File: src/rtl/lte_frame_timing_gen.sv
// LTE radio-frame timebase flywheel: sample/subframe/SFN counters locked to the protected frame head.
// Optional SFN preload ports and logic are compiled in when SFN_LOAD_EN is defined.
module lte_frame_timing_gen #(
  parameter int SUBFRM_LEN  = 245760,
  parameter int SFN_MAX     = 1023,
  parameter int LOSS_THRESH = 3
) (
  input  logic        clk,
  input  logic        asy_rst_n,
  input  logic        i_int_hd,
`ifdef SFN_LOAD_EN
  input  logic        i_sfn_load,
  input  logic [9:0]  i_sfn_val,
`endif
  output logic        o_frm_hd,
  output logic        o_sfrm_hd,
  output logic [3:0]  o_sfrm_no,
  output logic [17:0] o_smp_cnt,
  output logic [9:0]  o_sfn,
  output logic        o_lock,
  output logic        o_hd_lost,
  output logic [7:0]  o_realign_cnt
);

  localparam int MISS_W = (LOSS_THRESH < 2) ? 1 : $clog2(LOSS_THRESH + 1);
  localparam logic [17:0]       SMP_LAST  = 18'(SUBFRM_LEN - 1);
  localparam logic [9:0]        SFN_TOP   = 10'(SFN_MAX);
  localparam logic [MISS_W-1:0] MISS_TOP  = MISS_W'(LOSS_THRESH);
  localparam logic [MISS_W-1:0] MISS_LAST = MISS_W'(LOSS_THRESH - 1);

  typedef enum logic [1:0] {
    HUNT = 2'd0,
    LOCK = 2'd1,
    HOLD = 2'd2
  } state_t;

  state_t            state, state_nxt;
  logic [MISS_W-1:0] miss, miss_nxt;
  logic [17:0]       smp_nxt;
  logic [3:0]        sfrm_nxt;
  logic [9:0]        sfn_nxt, sfn_inc, sfn_frame, sfn_first;
  logic [7:0]        realign_nxt;
  logic              frm_nxt, sfhd_nxt, bnd;

  assign bnd     = (o_smp_cnt == SMP_LAST) && (o_sfrm_no == 4'd9);
  assign sfn_inc = (o_sfn == SFN_TOP) ? 10'd0 : o_sfn + 10'd1;

`ifdef SFN_LOAD_EN
  // A pending load is consumed by whichever update raises o_frm_hd; a new arm wins over the clear.
  logic       ld_pend;
  logic [9:0] ld_val;

  always_ff @(posedge clk or negedge asy_rst_n) begin
    if (!asy_rst_n) begin
      ld_pend <= 1'b0;
      ld_val  <= '0;
    end else if (i_sfn_load) begin
      ld_pend <= 1'b1;
      ld_val  <= i_sfn_val;
    end else if (frm_nxt) begin
      ld_pend <= 1'b0;
    end
  end

  assign sfn_frame = ld_pend ? ld_val : sfn_inc;
  assign sfn_first = ld_pend ? ld_val : 10'd0;
`else
  assign sfn_frame = sfn_inc;
  assign sfn_first = 10'd0;
`endif

  always_comb begin
    state_nxt   = state;
    miss_nxt    = miss;
    smp_nxt     = o_smp_cnt;
    sfrm_nxt    = o_sfrm_no;
    sfn_nxt     = o_sfn;
    realign_nxt = o_realign_cnt;
    frm_nxt     = 1'b0;
    sfhd_nxt    = 1'b0;
    case (state)
      HUNT: begin
        if (i_int_hd) begin
          state_nxt = LOCK;
          miss_nxt  = '0;
          smp_nxt   = '0;
          sfrm_nxt  = '0;
          sfn_nxt   = sfn_first;
          frm_nxt   = 1'b1;
          sfhd_nxt  = 1'b1;
        end
      end
      default: begin
        if (i_int_hd) begin
          // Aligned or not, a head restarts the frame; off-boundary heads also count a realign.
          state_nxt = LOCK;
          miss_nxt  = '0;
          smp_nxt   = '0;
          sfrm_nxt  = '0;
          sfn_nxt   = sfn_frame;
          frm_nxt   = 1'b1;
          sfhd_nxt  = 1'b1;
          if (!bnd && o_realign_cnt != 8'hFF)
            realign_nxt = o_realign_cnt + 8'd1;
        end else begin
          if (o_smp_cnt == SMP_LAST) begin
            smp_nxt  = '0;
            sfhd_nxt = 1'b1;
            if (o_sfrm_no == 4'd9) begin
              sfrm_nxt = '0;
              sfn_nxt  = sfn_frame;
              frm_nxt  = 1'b1;
            end else begin
              sfrm_nxt = o_sfrm_no + 4'd1;
            end
          end else begin
            smp_nxt = o_smp_cnt + 18'd1;
          end
          if (bnd) begin
            if (miss >= MISS_LAST) begin
              miss_nxt  = MISS_TOP;
              state_nxt = HOLD;
            end else begin
              miss_nxt = miss + MISS_W'(1);
            end
          end
        end
      end
    endcase
  end

  always_ff @(posedge clk or negedge asy_rst_n) begin
    if (!asy_rst_n) begin
      state <= HUNT;
      miss  <= '0;
    end else begin
      state <= state_nxt;
      miss  <= miss_nxt;
    end
  end

  // Status flags follow the state register by one cycle.
  always_ff @(posedge clk or negedge asy_rst_n) begin
    if (!asy_rst_n) begin
      o_frm_hd      <= 1'b0;
      o_sfrm_hd     <= 1'b0;
      o_sfrm_no     <= '0;
      o_smp_cnt     <= '0;
      o_sfn         <= '0;
      o_lock        <= 1'b0;
      o_hd_lost     <= 1'b0;
      o_realign_cnt <= '0;
    end else begin
      o_frm_hd      <= frm_nxt;
      o_sfrm_hd     <= sfhd_nxt;
      o_sfrm_no     <= sfrm_nxt;
      o_smp_cnt     <= smp_nxt;
      o_sfn         <= sfn_nxt;
      o_lock        <= (state == LOCK);
      o_hd_lost     <= (state == HOLD);
      o_realign_cnt <= realign_nxt;
    end
  end

endmodule
File: config.mk
export PLATFORM = sky130hd
export DESIGN_NAME = lte_frame_timing_gen
export DESIGN_NICKNAME = d
export VERILOG_FILES = /design/src/rtl/lte_frame_timing_gen.sv
export SDC_FILE = /design/constraint.sdc
export NUM_CORES = 1
export LEC_CHECK = 0
export BUFFER_PORTS_ARGS = -buffer_cell sky130_fd_sc_hd__buf_2
export CORE_MARGIN = 3
export CORE_UTILIZATION = 30
export CTS_BUF_LIST = sky130_fd_sc_hd__clkbuf_16
export DETAILED_ROUTE_END_ITERATION = 6
export PLACE_DENSITY_LB_ADDON = 0.15
export SKIP_CTS_REPAIR_TIMING = 1
export SLEW_MARGIN = 30
export SYNTH_ARGS = -nofsm -noshare
export SYNTH_HDL_FRONTEND = slang
export SYNTH_SLANG_ARGS = --single-unit
File: constraint.sdc
create_clock -name clk -period 2.3 [get_ports clk]
set_input_delay 0.46 -clock clk [delete_from_list [all_inputs] [get_ports clk]]
set_output_delay 0.46 -clock clk [all_outputs]
set_load 0.1 [all_outputs]
# After elaboration in Yosys (flattened, before gate mapping)
# Cells that the tools add are included.
[classes]
reduce_logical = 13
n_lt_le_gt_ge = 1
addsub = 5
bitwise = 1
muxes = 33
n_eq_ne = 7
[op_table]
columns = ["cell", "n"]
rows = [
  ["$mux W18", 4],
  ["$mux W10", 6],
  ["$mux W2", 10],
  ["$mux W4", 5],
  ["$add A18 B1 Y18 const B", 1],
  ["$eq A18 B18 Y1 const B", 1],
  ["$add A10 B1 Y10 const B", 1],
  ["$eq A10 B10 Y1 const B", 1],
  ["$reduce_and A3 Y1", 3],
  ["$add A8 B1 Y8 const B", 1],
  ["$mux W1", 8],
  ["$ne A8 B8 Y1 const B", 1],
  ["$reduce_bool A2 Y1", 4],
  ["$add A4 B1 Y4 const B", 1],
  ["$eq A4 B4 Y1 const B", 1],
  ["$reduce_and A2 Y1", 2],
  ["$add A2 B1 Y2 const B", 1],
  ["$eq A2 B1 Y1 const B", 1],
  ["$eq A2 B2 Y1 const B", 1],
  ["$ge A2 B2 Y1 const B", 1],
  ["$logic_and A1 B1 Y1", 2],
  ["$logic_not A2 Y1", 1],
  ["$ne A2 B2 Y1 const B", 1],
  ["$logic_not A1 Y1", 1],
  ["$not A1 Y1", 1],
]
[totals]
inputBits = 3
elab_cells = 70
reg_bits = 48
output_inout_bits = 44

# Depth between registers and ports, before layout
# Gate-level depths: netlist of the first run.
[logic_depth]
ltp_word = 6
ltp_mapped = 8
depth_no_buf = 8

# Worst setup path before layout of the first run
# OpenSTA, ideal clock, no wires.
[synth_timing]
kind = "reg2reg"
from = "reg o_smp_cnt[0]"
to = "reg o_sfrm_no[2]"
path_stages_with_launch = 8
t_arrival_ns = 2.577
setup_slack_ns = -0.355
required_time_ns = 2.222
path_buffers = 1
path_cell_list = "dfrtp_1 ha_1 nand3_1 nor4_4 buf_6 nand3_4 or4_1 a21oi_1"
[synth_via]
elab_chain_cells = 3
[synth_lines]
columns = ["item", "line", "source"]
rows = [
  ["from (decl)", "18", "output logic [17:0] o_smp_cnt,"],
  ["from (signal assigned)", "157", "o_smp_cnt <= smp_nxt;"],
  ["$eq A18 B18 Y1", "106", "if (o_smp_cnt == SMP_LAST) begin"],
  ["$reduce_bool A2 Y1 (no line)", "--", ""],
  ["$reduce_and A2 Y1 (no line)", "--", ""],
  ["to (signal assigned)", "156", "o_sfrm_no <= sfrm_nxt;"],
  ["to (decl)", "17", "output logic [3:0] o_sfrm_no,"],
]
# No other way between the ends.
# A chain may end at the register's enable or synchronous reset.

# Final worst setup path of the first run
[layout_timing]
from = "reg o_smp_cnt[0]"
to = "reg o_sfn[9]"
[layout_via]
elab_chain_cells = 3
[layout_lines]
columns = ["item", "line", "source"]
rows = [
  ["$eq A18 B18 Y1", "106", ""],
  ["$reduce_bool A2 Y1 (no line)", "--", ""],
  ["$reduce_and A3 Y1 (no line)", "--", ""],
  ["to (signal assigned)", "158", "o_sfn <= sfn_nxt;"],
  ["to (decl)", "19", "output logic [9:0] o_sfn,"],
]
# No other way between the ends.

==> impl_summary.txt, run 1 <==
----------------------------------------------------
[Floorplanning]
  Initial core utilization ... 31.42%
  Number of I/O pins ... 47
  Die outline width ... 96.90 µm
  Die area ... 9389 µm²
  # rows ... 32
  Total core area ... 7888 µm²
  Die Span Y ... 96.90 µm

[Clock tree]
  CTS tree ... yes
  Number of clock sinks seen by CTS ... 48
  Max Buffers Root-to-Sink ... 2
  H-tree levels ... 2
  Clk Latency, worst-skew pair ... 0.29 ns
  Library cell used as clock root buffer ... clkbuf_16
  Number of buffers added by the clock tree synthesis step ... 5
  CTS clk-pin slew, worst paths ... 0.07 ns

[Hold path]
  Hold Crit Class ... input port to asynchronous set/reset pin

[Pwr]
  Pwr dens ... 1016 nW/µm²
  Clock Power Share ... 27.6%
  Internal power ... 0.001657 W
  Leakage power ... 1.366 nW
  Net switching power figure ... 0.001462 W
  Reg power frac ... 35.2%
  Switching portion of total power ... 46.87%
  Peak supply drop ... 936.7 µV
  Share of total power in combinational logic ... 37.2%

[Yosys]
  Area fraction in compound gates after synthesis ... 12.42%
  Post-synth EDFFs ... 0
  Post-synth top area share ... 48.46%
  Net count after synthesis ... 275
  Area contributors post-synth ... dfrtp_1, nand2_1, nand3_1, nor2_1, o21ai_0
  Avg Inst Size Synth ... 9.283 µm²
  Simple-Gate Fraction of Synth Area ... 29.23%
  Most used DFF post-synth ... dfrtp_1
  Adder-cell share of the synthesized area ... 2.524%
  Synthesized cell area ... 2479 µm²
  Largest family of logic cells by synthesized area ... simple AND/OR/NAND/NOR gates
  Seq cells post-synth ... 48
  Cell taking the most area after synthesis ... dfrtp_1
  Fraction of registers with async set or reset after synthesis ... 100.0%
  Synth Area in XOR/XNOR ... 3.887%
  Share of cell area taken by muxes after synthesis ... 0.8582%
  Post-Syn Instances ... 267
  Sequential-to-total area share from yosys stat ... 48.46%
  Yosys cell types ... 44
  Warnings from Yosys ... 0

[Detailed routing]
  Average wire length per cell after detail routing ... 14.76 µm
  Wire length after detailed routing ... 6257 µm
  Number of design-rule violations left by the first detailed-router iteration ... 93
  Detailed-route vias per instance ... 5.066
  Total DRC errors in the routed layout ... 0
  Length of the first detailed-routing pass in iterations ... 4
  Antenna violation net count after detailed routing ... 0
  DR vias ... 2148

[Place]
  Placer congestion estimate ... 0.7908
  Area after DPL ... 2899 µm²
  Final HPWL DP ... 4511 µm
  Number of buffer cells added on primary ports ... 46

[Timing]
  Timing-limited maximum frequency ... 483.9 MHz
  Max-slew headroom ... 65.67%
  Final worst path period need ... 2.066 ns
  Max Slew Vio Count ... 0
  Aggregate negative setup slack ... 0 ns
  Final worst clock skew ... 0.007272 ns
  Final period utilization ... 89.84%
  Final setup violation count ... 0
  Worst Tran Pin Value ... 0.5149 ns
  Number of hold-slack violations in the final timing report ... 0
  RSZ-0062 raised after global routing ... no

[Global routing]
  Vias in the first global route ... 2023
  Number of antenna violations at the first check in global routing ... 0
  Pin count of the biggest net entering global routing ... 20
  Total Routing Usage GR ... 13.59%
  Total overflow reported by the global router ... 0
  First-pass GRT wire length ... 10470 µm

[Layout]
  Design Area, Final ... 3070 µm²
  Fin nets ... 329
  Area growth from synthesis to layout ... 23.88%
  Most frequent cells in the layout ... buf_2, nand2_1, dfrtp_1
  Fraction of layout cells with a size suffix above 1 ... 29.19%
  Most common cell after layout, fill and taps aside ... buf_2
  Antenna Diode Count ... 0

[Critical path]
  Worst EP arrival ... 2.30 ns
  Critical Path RT ... 2.53 ns
  CP Class ... register to register
  Kind of capture point of the worst setup path ... register
  Highest fanout seen on the critical path ... 7
  Reg-to-reg setup timing slack ... 0.23 ns
  Startpoint class of the critical path ... register

[Outcome]
  Outcome ... finished, final reports clean

[Run]
  # Max-Cap Violations ... 0

----------------------------------------------------
state kept, by name, indices dropped and copies added (netlist names):
signal         flops
o_sfrm_hd          1
miss               2
o_realign_cnt      8
o_sfn             10
o_sfrm_no          4
o_hd_lost          1
state              2
o_frm_hd           1
o_lock             1
o_smp_cnt         18
cell type report:
| class | count | area [µm²] |
|---|---|---|
| tap | 102 | 127.6 |
| timing repair buffer | 56 | 305.3 |
| fill | 807 | 4817 |
| clock inverter | 3 | 46.29 |
| inverter | 6 | 22.52 |
| clock buffer | 5 | 125.1 |
| multi-input combinational | 204 | 1212 |
| sequential | 48 | 1231 |
final timing paths:
check / from / to / cells after the start
hold / removal: asy_rst_n / o_sfn[3] / 1
min in group clk: state[1] / o_lock / 1
hold reg to reg: state[1] / o_lock / 1
setup reg to reg: o_smp_cnt[0] / o_sfn[9] / 7
setup / recovery: o_smp_cnt[0] / o_sfn[9] / 7
max in group asynchronous: asy_rst_n / o_smp_cnt[13] / 2
synthesized netlist by cell type, types with 6 or more instances:
library cell,instances
o21ai_0,18
and3_1,6
nand2_1,35
inv_1,6
nand4_1,9
or3_1,7
dfrtp_1,48
nand3_1,20
nor2_1,26
xor2_1,8
nor3_1,11
clkbuf_1,7
a21oi_1,9
metal layers:
metal / GRT usage (%) / wire [µm]
met3: 3.317 / 252
met5: 0 / 0
met4: 4.536 / 87
met2: 20.17 / 2704
met1: 19.38 / 3211
power groups by stage:
stage          clock [W]  combinational [W]  sequential [W]
2_1_floorplan          0           0.000192         0.00188
3_3_place_gp           0            0.00117         0.00111
3_5_place_dp           0            0.00117         0.00111
4_1_cts         0.000884            0.00117         0.00110
5_1_grt         0.000916            0.00121         0.00112
6_report        0.000861            0.00116         0.00110
kinds of logic (layout without fill, tap and decap cells):
logic type                 Yosys count  after routing
AOI/OAI and AO/OA                   49             49
xor gates and xnor gates            11             11
adders and majority gates            5              5
buffers and inverters               15             70
DFF                                 48             48
muxes                                2              2
and+or+nand+nor                    137            137
worst max-delay path: stages, from the launching register on:
cell and delay (ns):
dfrtp_4 0.44, ha_1 0.18, nand3_1 0.17, nor4_4 0.26
buf_4 0.19, a41oi_1 0.16, or4_1 0.51, nand3_1 0.09
per-stage QoR:
stage | instances | utilization (%) | hold slack (ns) | worst slack, ns | power, W
after floorplan | 267 | - | 0.1644 | 0.0001201 | 0.002068
after global placement | 416 | 36.75 | 0.4238 | 0.3000 | 0.002277
after detailed placement | 416 | 36.75 | 0.4156 | 0.2498 | 0.002282
after CTS | 424 | 38.93 | 0.09928 | 0.2298 | 0.003151
after global routing | 424 | 38.93 | 0.1216 | 0.04540 | 0.003253
final | 424 | 38.93 | 0.1016 | 0.2336 | 0.003118
Power figures use the tool's default switching activity.
==> run 2: changes to the inputs <==
--- a/config.mk
+++ b/config.mk
@@ -5,7 +5,7 @@
 export SDC_FILE = /design/constraint.sdc
 export NUM_CORES = 1
 export LEC_CHECK = 0
-export BUFFER_PORTS_ARGS = -buffer_cell sky130_fd_sc_hd__buf_2
+export BUFFER_PORTS_ARGS = -buffer_cell sky130_fd_sc_hd__clkbuf_2
 export CORE_MARGIN = 3
 export CORE_UTILIZATION = 30
 export CTS_BUF_LIST = sky130_fd_sc_hd__clkbuf_16
==> run 2 against run 1 <==
  * Critical endpoint is now o_sfrm_no[2]
  * Hold slack improved by 0.051 ns
  * Largest cell class unchanged
  * Clock skew up 0.00085 ns
  * Combinational power about the same
  * Flip-flop and latch count unchanged
  * Cell area increased by 0.29%
  * Sequential power about the same
  * Non-clock buffer count stayed put
  * Via count rose by 0.37%
  * Largest power group unchanged
  * Critical path type unchanged
  * Sequential share of layout area is 0.11 points lower
  * Count of clock-buffer cells in the layout unchanged
  * Wire length is 0.70% lower
  * Highest routed layer unchanged
==> impl_summary.txt, run 2 (synthesis gave the netlist of run 1 again) <==
----------------------------------------------------
[Outcome]
  Outcome ... finished, final reports clean

[Global routing]
  First-pass GRT wire length ... 10650 µm
  Vias in the first global route ... 2043
  Pin count of the biggest net entering global routing ... 24
  Total overflow reported by the global router ... 0
  Number of antenna violations at the first check in global routing ... 0
  Total Routing Usage GR ... 13.55%

[Floorplanning]
  # rows ... 32
  Total core area ... 7888 µm²
  Die outline width ... 96.90 µm
  Number of I/O pins ... 47
  Initial core utilization ... 31.42%
  Die Span Y ... 96.90 µm
  Die area ... 9389 µm²

[Layout]
  Fin nets ... 329
  Area growth from synthesis to layout ... 24.23%
  Biggest registers after layout ... o_smp_cnt (18), o_sfn (10), o_realign_cnt (8)
  Top reg by flops ... o_smp_cnt
  Flip-flop count of the largest register after layout ... 18
  Number of inserted filler cells in the final layout ... 811
  Fraction of layout cells with a size suffix above 1 ... 28.88%
  Core Util, Final ... 39.04%
  Most frequent cells in the layout ... clkbuf_2, nand2_1, dfrtp_1
  Most common cell after layout, fill and taps aside ... clkbuf_2
  Antenna Diode Count ... 0

[Clock tree]
  Library cell used as clock root buffer ... clkbuf_16
  Clk Latency, worst-skew pair ... 0.29 ns
  Number of clock sinks seen by CTS ... 48
  CTS clk-pin slew, worst paths ... 0.07 ns
  H-tree levels ... 2
  Number of buffers added by the clock tree synthesis step ... 5
  Max Buffers Root-to-Sink ... 2
  CTS tree ... yes

[Detailed routing]
  DR vias ... 2156
  Length of the first detailed-routing pass in iterations ... 5
  Wire length after detailed routing ... 6213 µm
  Number of design-rule violations left by the first detailed-router iteration ... 90
  Antenna violation net count after detailed routing ... 0
  Average wire length per cell after detail routing ... 14.65 µm
  Detailed-route vias per instance ... 5.085
  Total DRC errors in the routed layout ... 0

[Place]
  Post-Place Worst Slack ... 0.2385 ns
  Number of buffer cells added on primary ports ... 46
  Placer congestion estimate ... 0.7920
  Final HPWL DP ... 4645 µm

[Timing]
  Timing-limited maximum frequency ... 483.4 MHz
  Number of hold-slack violations in the final timing report ... 0
  Final worst path period need ... 2.069 ns
  Aggregate negative setup slack ... 0 ns
  Post-layout worst setup margin ... 0.2313 ns
  Final period utilization ... 89.94%
  Final setup violation count ... 0
  RSZ-0062 raised after global routing ... no
  Final worst clock skew ... 0.008124 ns
  Worst Tran Pin Value ... 0.5717 ns
  Max-slew headroom ... 61.75%
  Max Slew Vio Count ... 0

[Run]
  # Max-Cap Violations ... 0

[Pwr]
  Leakage power ... 1.350 nW
  Peak supply drop ... 896.5 µV
  Total Power ... 0.003089 W
  Pwr dens ... 1003 nW/µm²

[Critical path]
  Critical Path RT ... 2.51 ns
  Highest fanout seen on the critical path ... 7
  CP Class ... register to register
  Kind of capture point of the worst setup path ... register
  Worst EP arrival ... 2.28 ns
  Startpoint class of the critical path ... register

[Hold path]
  Hold Crit Class ... input port to asynchronous set/reset pin

----------------------------------------------------
[run 2: layout make-up]
cell class,instances,area [µm²],share of cell area (%)
clock buffer,5,125.1,4.063
inverter,6,22.52,0.7314
multi-input combinational,204,1212,39.37
clock inverter,3,42.54,1.382
timing repair buffer,56,317.8,10.32
sequential,48,1231,39.98
tap,102,127.6,4.145
[run 2: worst max-delay path, cell delays in order (launching register included)]
cell	delay, ns
dfrtp_4	0.44
ha_1	0.18
nand3_1	0.17
nor4_4	0.29
buf_4	0.19
nand3_4	0.10
or4_1	0.48
a21oi_1	0.15
[run 2: final timing paths]
| check | slack, ns | endpoint | from | cells after the start |
|---|---|---|---|---|
| worst min register to register | 0.49 | o_lock | state[1] | 1 |
| worst max register to register | 0.23 | o_sfrm_no[2] | o_smp_cnt[0] | 7 |
| max in group asynchronous | 1.61 | o_smp_cnt[4] | asy_rst_n | 2 |
| worst max-delay path | 0.23 | o_sfrm_no[2] | o_smp_cnt[0] | 7 |
| min in group clk | 0.49 | o_lock | state[1] | 1 |
| worst min-delay path | 0.15 | o_sfn[0] | asy_rst_n | 1 |
[run 2: per-stage QoR]
stage | std cells | instance area, µm² | hold WS (ns)
final | 424 | 3079 | 0.1523
after global routing | 424 | 3079 | 0.1967
after CTS | 424 | 3079 | 0.1715
after detailed placement | 416 | 2912 | 0.4817
after global placement | 416 | 2912 | 0.4744
after floorplan | 267 | 2509 | 0.1644
[run 2: layer usage]
layer | part of all wire, % | wire, µm | global-route usage, % | up-vias
li1 | - | - | - | 1069
met1 | 49 | 3044 | 20.03 | 1035
met2 | 45 | 2799 | 19.75 | 47
met3 | 5.1 | 316 | 3.461 | 5
met4 | 0.85 | 53 | 3.240 | 0
met5 | 0 | 0 | 0 | -
[run 2: power by group]
group	total [W]	switching, W	leakage [nW]	internal, W
registers	0.00109	0.000138	0.593	0.000956
logic	0.00116	0.000976	0.675	0.000183
clock network	0.000836	0.000324	0.0814	0.000512
